--- src/rtl/present_round_ctrl.sv ---
// present_round_ctrl: iterative PRESENT-80 encryption engine, one round per clock.
// Ports:
//    clock      rising-edge clock
//    reset      synchronous active-high reset
//    start_in   start request, sampled only while busy is low
//    plaintext  64-bit block, captured with start_in
//    key_in     80-bit cipher key, captured with start_in
//    busy       high while a block is in flight
//    done       one-cycle strobe marking out as fresh
//    round_out  current round counter
//    out        ciphertext, held until the next completed block
module present_round_ctrl #(
   parameter int ROUNDS = 31
) (
   input  logic        clock,
   input  logic        reset,
   input  logic        start_in,
   input  logic [63:0] plaintext,
   input  logic [79:0] key_in,
   output logic        busy,
   output logic        done,
   output logic [4:0]  round_out,
   output logic [63:0] out
);
   typedef enum logic [1:0] {IDLE, ROUND, FINAL} fsm_t;
   localparam logic [3:0] SBOX [16] = '{4'hC, 4'h5, 4'h6, 4'hB, 4'h9, 4'h0, 4'hA, 4'hD,
                                        4'h3, 4'hE, 4'hF, 4'h8, 4'h4, 4'h7, 4'h1, 4'h2};
   function automatic logic [63:0] sbox_layer(input logic [63:0] x);
      logic [63:0] y;
      y = '0;
      for (int i = 0; i < 16; i++) y[4*i +: 4] = SBOX[x[4*i +: 4]];
      return y;
   endfunction
   function automatic logic [63:0] p_layer(input logic [63:0] x);
      logic [63:0] y;
      y = '0;
      for (int i = 0; i < 63; i++) y[(16*i) % 63] = x[i];
      y[63] = x[63];
      return y;
   endfunction
   fsm_t        fsm, fsm_nxt;
   logic [63:0] state, rk, state_nxt;
   logic [79:0] keyreg, key_rot, key_nxt;
   logic [4:0]  round;
   assign round_out = round;
   always_comb begin
      rk        = state ^ keyreg[79:16];
      state_nxt = p_layer(sbox_layer(rk));
      // rotate left by 61 is the same as rotate right by 19
      key_rot   = {keyreg[18:0], keyreg[79:19]};
      key_nxt   = {SBOX[key_rot[79:76]], key_rot[75:20], key_rot[19:15] ^ round, key_rot[14:0]};
      fsm_nxt   = fsm == IDLE  ? (start_in ? ROUND : IDLE) :
                  fsm == ROUND ? (round == 5'(ROUNDS) ? FINAL : ROUND) : IDLE;
      busy      = fsm != IDLE;
   end
   always_ff @(posedge clock) begin
      if (reset) begin
         fsm    <= IDLE;
         state  <= '0;
         keyreg <= '0;
         round  <= '0;
         out    <= '0;
         done   <= 1'b0;
      end else begin
         fsm  <= fsm_nxt;
         done <= fsm == FINAL;
         if (fsm == IDLE && start_in) begin
            state  <= plaintext;
            keyreg <= key_in;
            round  <= 5'd1;
         end else if (fsm == ROUND) begin
            state  <= state_nxt;
            keyreg <= key_nxt;
            round  <= round + 5'd1;
         end else if (fsm == FINAL) begin
            out   <= rk;
            round <= '0;
         end
      end
   end
endmodule

--- config.mk ---
export PLATFORM = sky130hd
export DESIGN_NAME = present_round_ctrl
export DESIGN_NICKNAME = d
export VERILOG_FILES = /design/src/rtl/present_round_ctrl.sv
export SDC_FILE = /design/constraint.sdc
export NUM_CORES = 1
export LEC_CHECK = 0
export BUFFER_PORTS_ARGS = -buffer_cell sky130_fd_sc_hd__buf_2
export CAP_MARGIN = 20
export CORE_AREA = 2 2 151 153
export CTS_CLUSTER_DIAMETER = 30
export CTS_CLUSTER_SIZE = 30
export DETAILED_ROUTE_END_ITERATION = 12
export DIE_AREA = 0 0 153 155
export GPL_TIMING_DRIVEN = 0
export PLACE_DENSITY = 0.78
export SYNTH_ARGS = -nofsm -noshare
export SYNTH_HDL_FRONTEND = slang
export SYNTH_SLANG_ARGS = --single-unit
--- constraint.sdc ---
create_clock -name clock -period 5.9 [get_ports clock]
set_clock_uncertainty 0.15 [all_clocks]
set_input_delay 0.295 -clock clock [delete_from_list [all_inputs] [get_ports clock]]
set_output_delay 0.295 -clock clock [all_outputs]
set_load 0.005 [all_outputs]
After elaboration in Yosys (flattened, before gate mapping):

Memories as Yosys holds them, arrays and structs flattened.
Index checks and enable logic that the tools add are counted.

* $add $sub $neg: 1
* multipliers: 0
* divide/modulo/power cells: 0
* order comparisons: 17
* equal/unequal tests: 3
* shift-type cells: 0
* muxes and demuxes: 45
* bitwise logic cells: 21
* reduce and logical (&&, ||, !) cells: 8

Operators with widths (number)
* 2-to-1 mux 80 bit: 2
* 2-to-1 mux 4 bit: 34
* 2-to-1 mux 64 bit: 2
* >= comparator 5 bit (second input constant): 17
* NOT 4 -> 5 bit: 17
* bitwise XOR 64 bit: 1
* 2-to-1 mux 5 bit: 2
* 2-to-1 mux 2 bit: 3
* nonzero test 2 bit: 3
* adder 5 x 1 -> 5 bit (second input constant): 1
* equality test 5 bit (second input constant): 1
* bitwise XOR 5 bit: 1
* AND reduction 3 bit: 1
* nonzero test 3 bit: 1
* equality test 2 x 1 -> 1 bit (second input constant): 1
* equality test 2 bit (second input constant): 1
* logical NOT 2 bit: 1
* 2-to-1 mux 1 bit: 2
* NOT 1 bit: 2
* OR reduction 2 bit: 1
* logical AND 1 bit: 1

* register bits after elaboration: 216
* latch bits: 0
* memory bits (writable): 0
* ROM bits: 1088
* input bits: 147
* output and inout bits: 71
* logic and storage cells: 119
* memories kept: 17

Memory list
* (no name shown): words 16, width 4, read ports 1, clocked after Yosys merged registers in 0, wr ports 0, line 51 `key_nxt = {SBOX[key_rot[79:76]], key_rot[75:20], key_rot[19:15] ^ round, key_rot[14:0]};`
* (no name shown): words 16, width 4, read ports 1, clocked after Yosys merged registers in 0, wr ports 0, line 31 `for (int i = 0; i < 16; i++) y[4*i +: 4] = SBOX[x[4*i +: 4]];`
* (no name shown): words 16, width 4, read ports 1, clocked after Yosys merged registers in 0, wr ports 0, line 31
* (no name shown): words 16, width 4, read ports 1, clocked after Yosys merged registers in 0, wr ports 0, line 31
* (no name shown): words 16, width 4, read ports 1, clocked after Yosys merged registers in 0, wr ports 0, line 31
* (no name shown): words 16, width 4, read ports 1, clocked after Yosys merged registers in 0, wr ports 0, line 31
* 11 more memories

Longest topological paths before layout:

* depth after elaboration: 7
* gate-level depth with buffers: 9
* depth with buffers taken out: 7

Worst setup path before layout:

OpenSTA, ideal clock, no wires.

* path kind: register to register
* start: register keyreg[16]
* end: register state[32]
* library setup time: 0.122 ns
* arrival time: 1.780 ns
* data required time: 5.628 ns
* setup slack: 3.848 ns
* stages on the path, launching flop included: 7
* buffers on the path: 0
* clock period less this slack: 2.052 ns
* cells stage by stage: dfxtp_1 -> xnor2_1 -> inv_1 -> ha_1 -> mux4_1 -> nor2_1 -> nor4_1

* cells in the longest elaborated chain, start to end: 7

RTL lines
* start: declaration: line 43 `logic [79:0] keyreg, key_rot, key_nxt;`
* start signal: assignment: line 69 `keyreg <= key_in;`
* start signal: assignment: line 73 `keyreg <= key_nxt;`
* bitwise XOR 64 bit: line 47 `rk = state ^ keyreg[79:16];`
* NOT 4 -> 5 bit (not written as such): line 31
* memory (16 x 4 bit)
* 2-to-1 mux 4 bit (not written as such) (2 in a row): line 31
* 2-to-1 mux 64 bit: line 71 `end else if (fsm == ROUND) begin`
* 2-to-1 mux 64 bit: line 67 `if (fsm == IDLE && start_in) begin`
* end signal: assignment: line 68 `state <= plaintext;`
* end signal: assignment: line 72 `state <= state_nxt;`
* end: declaration: line 42 `logic [63:0] state, rk, state_nxt;`

Every way passes these cells. The select of a mux whose other input is x is not followed.
A chain may end at the register's enable or synchronous reset.

Final worst setup path:

* start: register keyreg[25]
* end: register state[34]

Same word-level chain as after synthesis.

==> results.md <==
- Status: finished clean
- Clk sinks: 216
- Die Span X: 153 µm
- Total CTS buffers: 44
- Final Net Count: 2,047
- HPWL after DPL: 33,400 µm
- Port buffer count: 217
- Largest net degree at the start of global routing: 11
- Initial Util: 0.541
- # resized after CTS: 0
- Mean area per synthesized cell: 8.37 µm²
- Switching Share: 0.317
- Comb pwr share: 0.222
- Setup tns final: 0 ns
- Total congestion overflow: 0
- Async S/R FF share, synth: 0
- # setup viols final: 0
- Core Footprint: 0.0222 mm²
- Synth warn: 0
- P_int: 3770 µW
- Vias: 13,400
- Post-route DRC: 0
- Area after DPL: 0.0135 mm²
- Post-synthesis cell count: 1,436
- FF+latch area: 0.00432 mm²
- Most common cell after layout, fill and taps aside: nor2_1
- Clk Latency, worst-skew pair: 0.53 ns
- Pre-Repair DR Iteration Count: 6
- Final GP Congestion: 0.980
- Share of power burned in registers: 0.311
- Yosys cell types: 40
- Most frequent cells in the layout: nor2_1 (247), buf_2 (230), dfxtp_1 (216)
- Deepest clock path buffer count: 3
- Worst-path cell with the longest stage delay: xnor2_1
- Peak VDD IR: 0.215 mV
- Die Ht: 155 µm
- DR vias/cell: 6.19
- First-pass GRT wire length: 74,700 µm
- Clock root buffer master: clkbuf_16
- Mapped cell area: 0.0120 mm²
- Post-route ant nets: 0
- Vias in the first global route: 12,800
- Critical-path maximum fanout: 7
- Final wirelength: 50,200 µm
- Clock-pin slew on the worst setup and hold paths: 0.05 ns
- Drt initial violations: 1,429
- R2R depth: 6
- Ranking of synthesized cells by area: dfxtp_1 (36%), a211oi_1 (9.6%), nor2_1 (7.7%), mux2i_1 (6.4%), ha_1 (6.0%)
- Fmax: 0.365 GHz
- I/O Pins: 218
- Reg2reg setup slack: 3.16 ns
- Fillcell total: 1,578
- Worst slew margin: 0.223
- Tot Pwr: 5510 µW
- #FFs+latches synth: 216
- Initial antenna violation count: 0
- Synthesized Nets: 1,641
- Sequential-to-total area share from yosys stat: 0.360
- Max-slew violation count: 0
- Num rows: 55
- Critical Path AT: 2.99 ns
- Net Sw Power: 1740 µW
- Finished Cell Area: 0.0164 mm²
- Util after Layout: 0.739
- Layout area overhead: 36.7%
- Final-report hold violation count: 0
- Fraction of layout cells with a size suffix above 1: 0.186
- Share of power burned in the clock network: 0.467
- Crit path time final: 2.74 ns
- Worst-margin pin slew: 1.16 ns
- Antenna Cells: 0
- Post-synth top area cell: dfxtp_1
- Kind of critical path: flip-flop to flip-flop
- Hold EP: state[18]$_SDFFE_PP0P_
- Critical R2R Launch: keyreg[25]$_SDFFE_PP0P_
- TritonCTS clock tree: yes
- Most used flip-flop cell after synthesis: dfxtp_1
- Wire per inst: 23.2 µm
- CP endpoint kind: flip-flop
- RSZ-0062 raised after global routing: no
- Hold crit path type: input port to flip-flop
- Worst-path cell chain: xnor2_1, inv_1, ha_1, mux4_1, nor2_1, nor4_1
- H-tree Lvls: 2
- Die area: 0.0237 mm²
- R2r endpoint: state[34]$_SDFFE_PP0P_
- Worst hold path cell count: 3
- Leakage: 0.00688 µW
- Final Cycle Share: 0.464
- Yosys top cell area share: 0.360
- Multi-input gate area in the final layout: 0.00709 mm²
- Top delay family on crit path: XOR/XNOR gates
- Pwr dens: 336 mW/mm²
- Max-cap violation count: 0
- CP max stage delay: 0.95 ns
- Critical Path RT: 6.15 ns
- Worst Path Buf+Inv: 1
- Global Route Usage Sum: 0.410
- Startpoint class of the critical path: flip-flop
- Number of synthesized flops with an enable pin: 0
- Hold path start: plaintext[18]
==> timing repair <==
action                    4_1_cts  5_1_grt
hold buffers                  143        0
setup buffers                   0        0
hold endpoints to repair      143        0
==> metal layers <==
metal,wire length (µm),vias up,track usage
li1,-,5949,-
met1,18700,6225,0.511
met2,22600,979,0.662
met3,5800,222,0.0883
met4,3130,0,0.230
met5,0,-,0
==> flip-flops by register name (all words and copies together) (netlist names) <==
register   cells
fsm            2
state         64
round_out      5
done           1
keyreg        80
out           64
==> worst reg2reg max path, delay by kind of cell (launching register included) <==
kind / cells / cell delay (ns)
buffers and inverters: 1 / 0.12
DFF: 1 / 0.40
xor gates and xnor gates: 1 / 0.95
and+or+nand+nor: 2 / 0.16
muxes: 1 / 0.50
adders and majority gates: 1 / 0.33
==> Yosys cell counts, types with 2 or more instances <==
cell type,instances
nor3_1,48
mux4_2,3
xnor2_1,43
a2111oi_0,24
a221oi_1,17
o211ai_1,17
or3_1,2
nor2b_1,2
nor4_1,6
xor2_2,2
buf_1,5
buf_2,13
dfxtp_1,216
nand2_1,135
xor2_1,14
a31oi_1,16
xnor2_2,27
clkbuf_1,66
buf_4,7
mux2i_1,77
ha_1,58
a211o_1,2
nand2b_1,17
and3_1,2
nor3b_1,13
a311oi_1,2
a211oi_1,153
mux4_1,2
o21ai_0,39
inv_1,59
nand3_1,4
a21oi_1,79
nor2_1,247
o221ai_1,13
==> how the worst max path moves through the flow <==
stage,startpoint,to,slack [ns],cells after the start
after global routing,fsm[0]$_SDFF_PP0_,state[27]$_SDFFE_PP0P_,3.08,7
after detailed placement,keyreg[25]$_SDFFE_PP0P_,state[34]$_SDFFE_PP0P_,3.30,6
after global placement,keyreg[25]$_SDFFE_PP0P_,state[34]$_SDFFE_PP0P_,3.33,6
after floorplan,keyreg[16]$_SDFFE_PP0P_,state[32]$_SDFFE_PP0P_,3.85,6
final,keyreg[25]$_SDFFE_PP0P_,state[34]$_SDFFE_PP0P_,3.16,6
after CTS,keyreg[25]$_SDFFE_PP0P_,state[34]$_SDFFE_PP0P_,3.28,6
==> layout make-up <==
cell class              count  share of cell area
plain buffers              91              0.0234
clock buffers              52              0.0732
clock inverters            28              0.0201
inverters                  59              0.0135
multi-input cells        1070               0.432
flip-flops and latches    216               0.263
well taps                 285              0.0217
repair buffers            360               0.153
==> through the flow <==
stage                     hold slack (ns)  worst slack [ns]  instances
after global placement              0.323              3.33       1938
final                             0.00611              3.16       2161
after floorplan                     0.254              3.85       1436
after CTS                         0.00441              3.28       2161
after global routing               0.0241              3.08       2161
after detailed placement            0.325              3.30       1938
==> power by group through the flow <==
stage / registers (µW) / clock network, µW / logic (µW)
after detailed placement: 1730 / 0 / 1090
after global placement: 1730 / 0 / 1070
after global routing: 1710 / 2640 / 1320
final: 1710 / 2570 / 1230
after floorplan: 1670 / 0 / 784
after CTS: 1700 / 2560 / 1170
==> cells by family after synthesis <==
family	Yosys count	synth area share
AOI/OAI and AO/OA	364	0.207
xor gates and xnor gates	86	0.0808
adders and majority gates	58	0.0604
buffers and inverters	150	0.0504
DFF	216	0.360
muxes	82	0.0741
and+or+nand+nor	480	0.167
No activity file was read; power rests on OpenSTA's default activity.
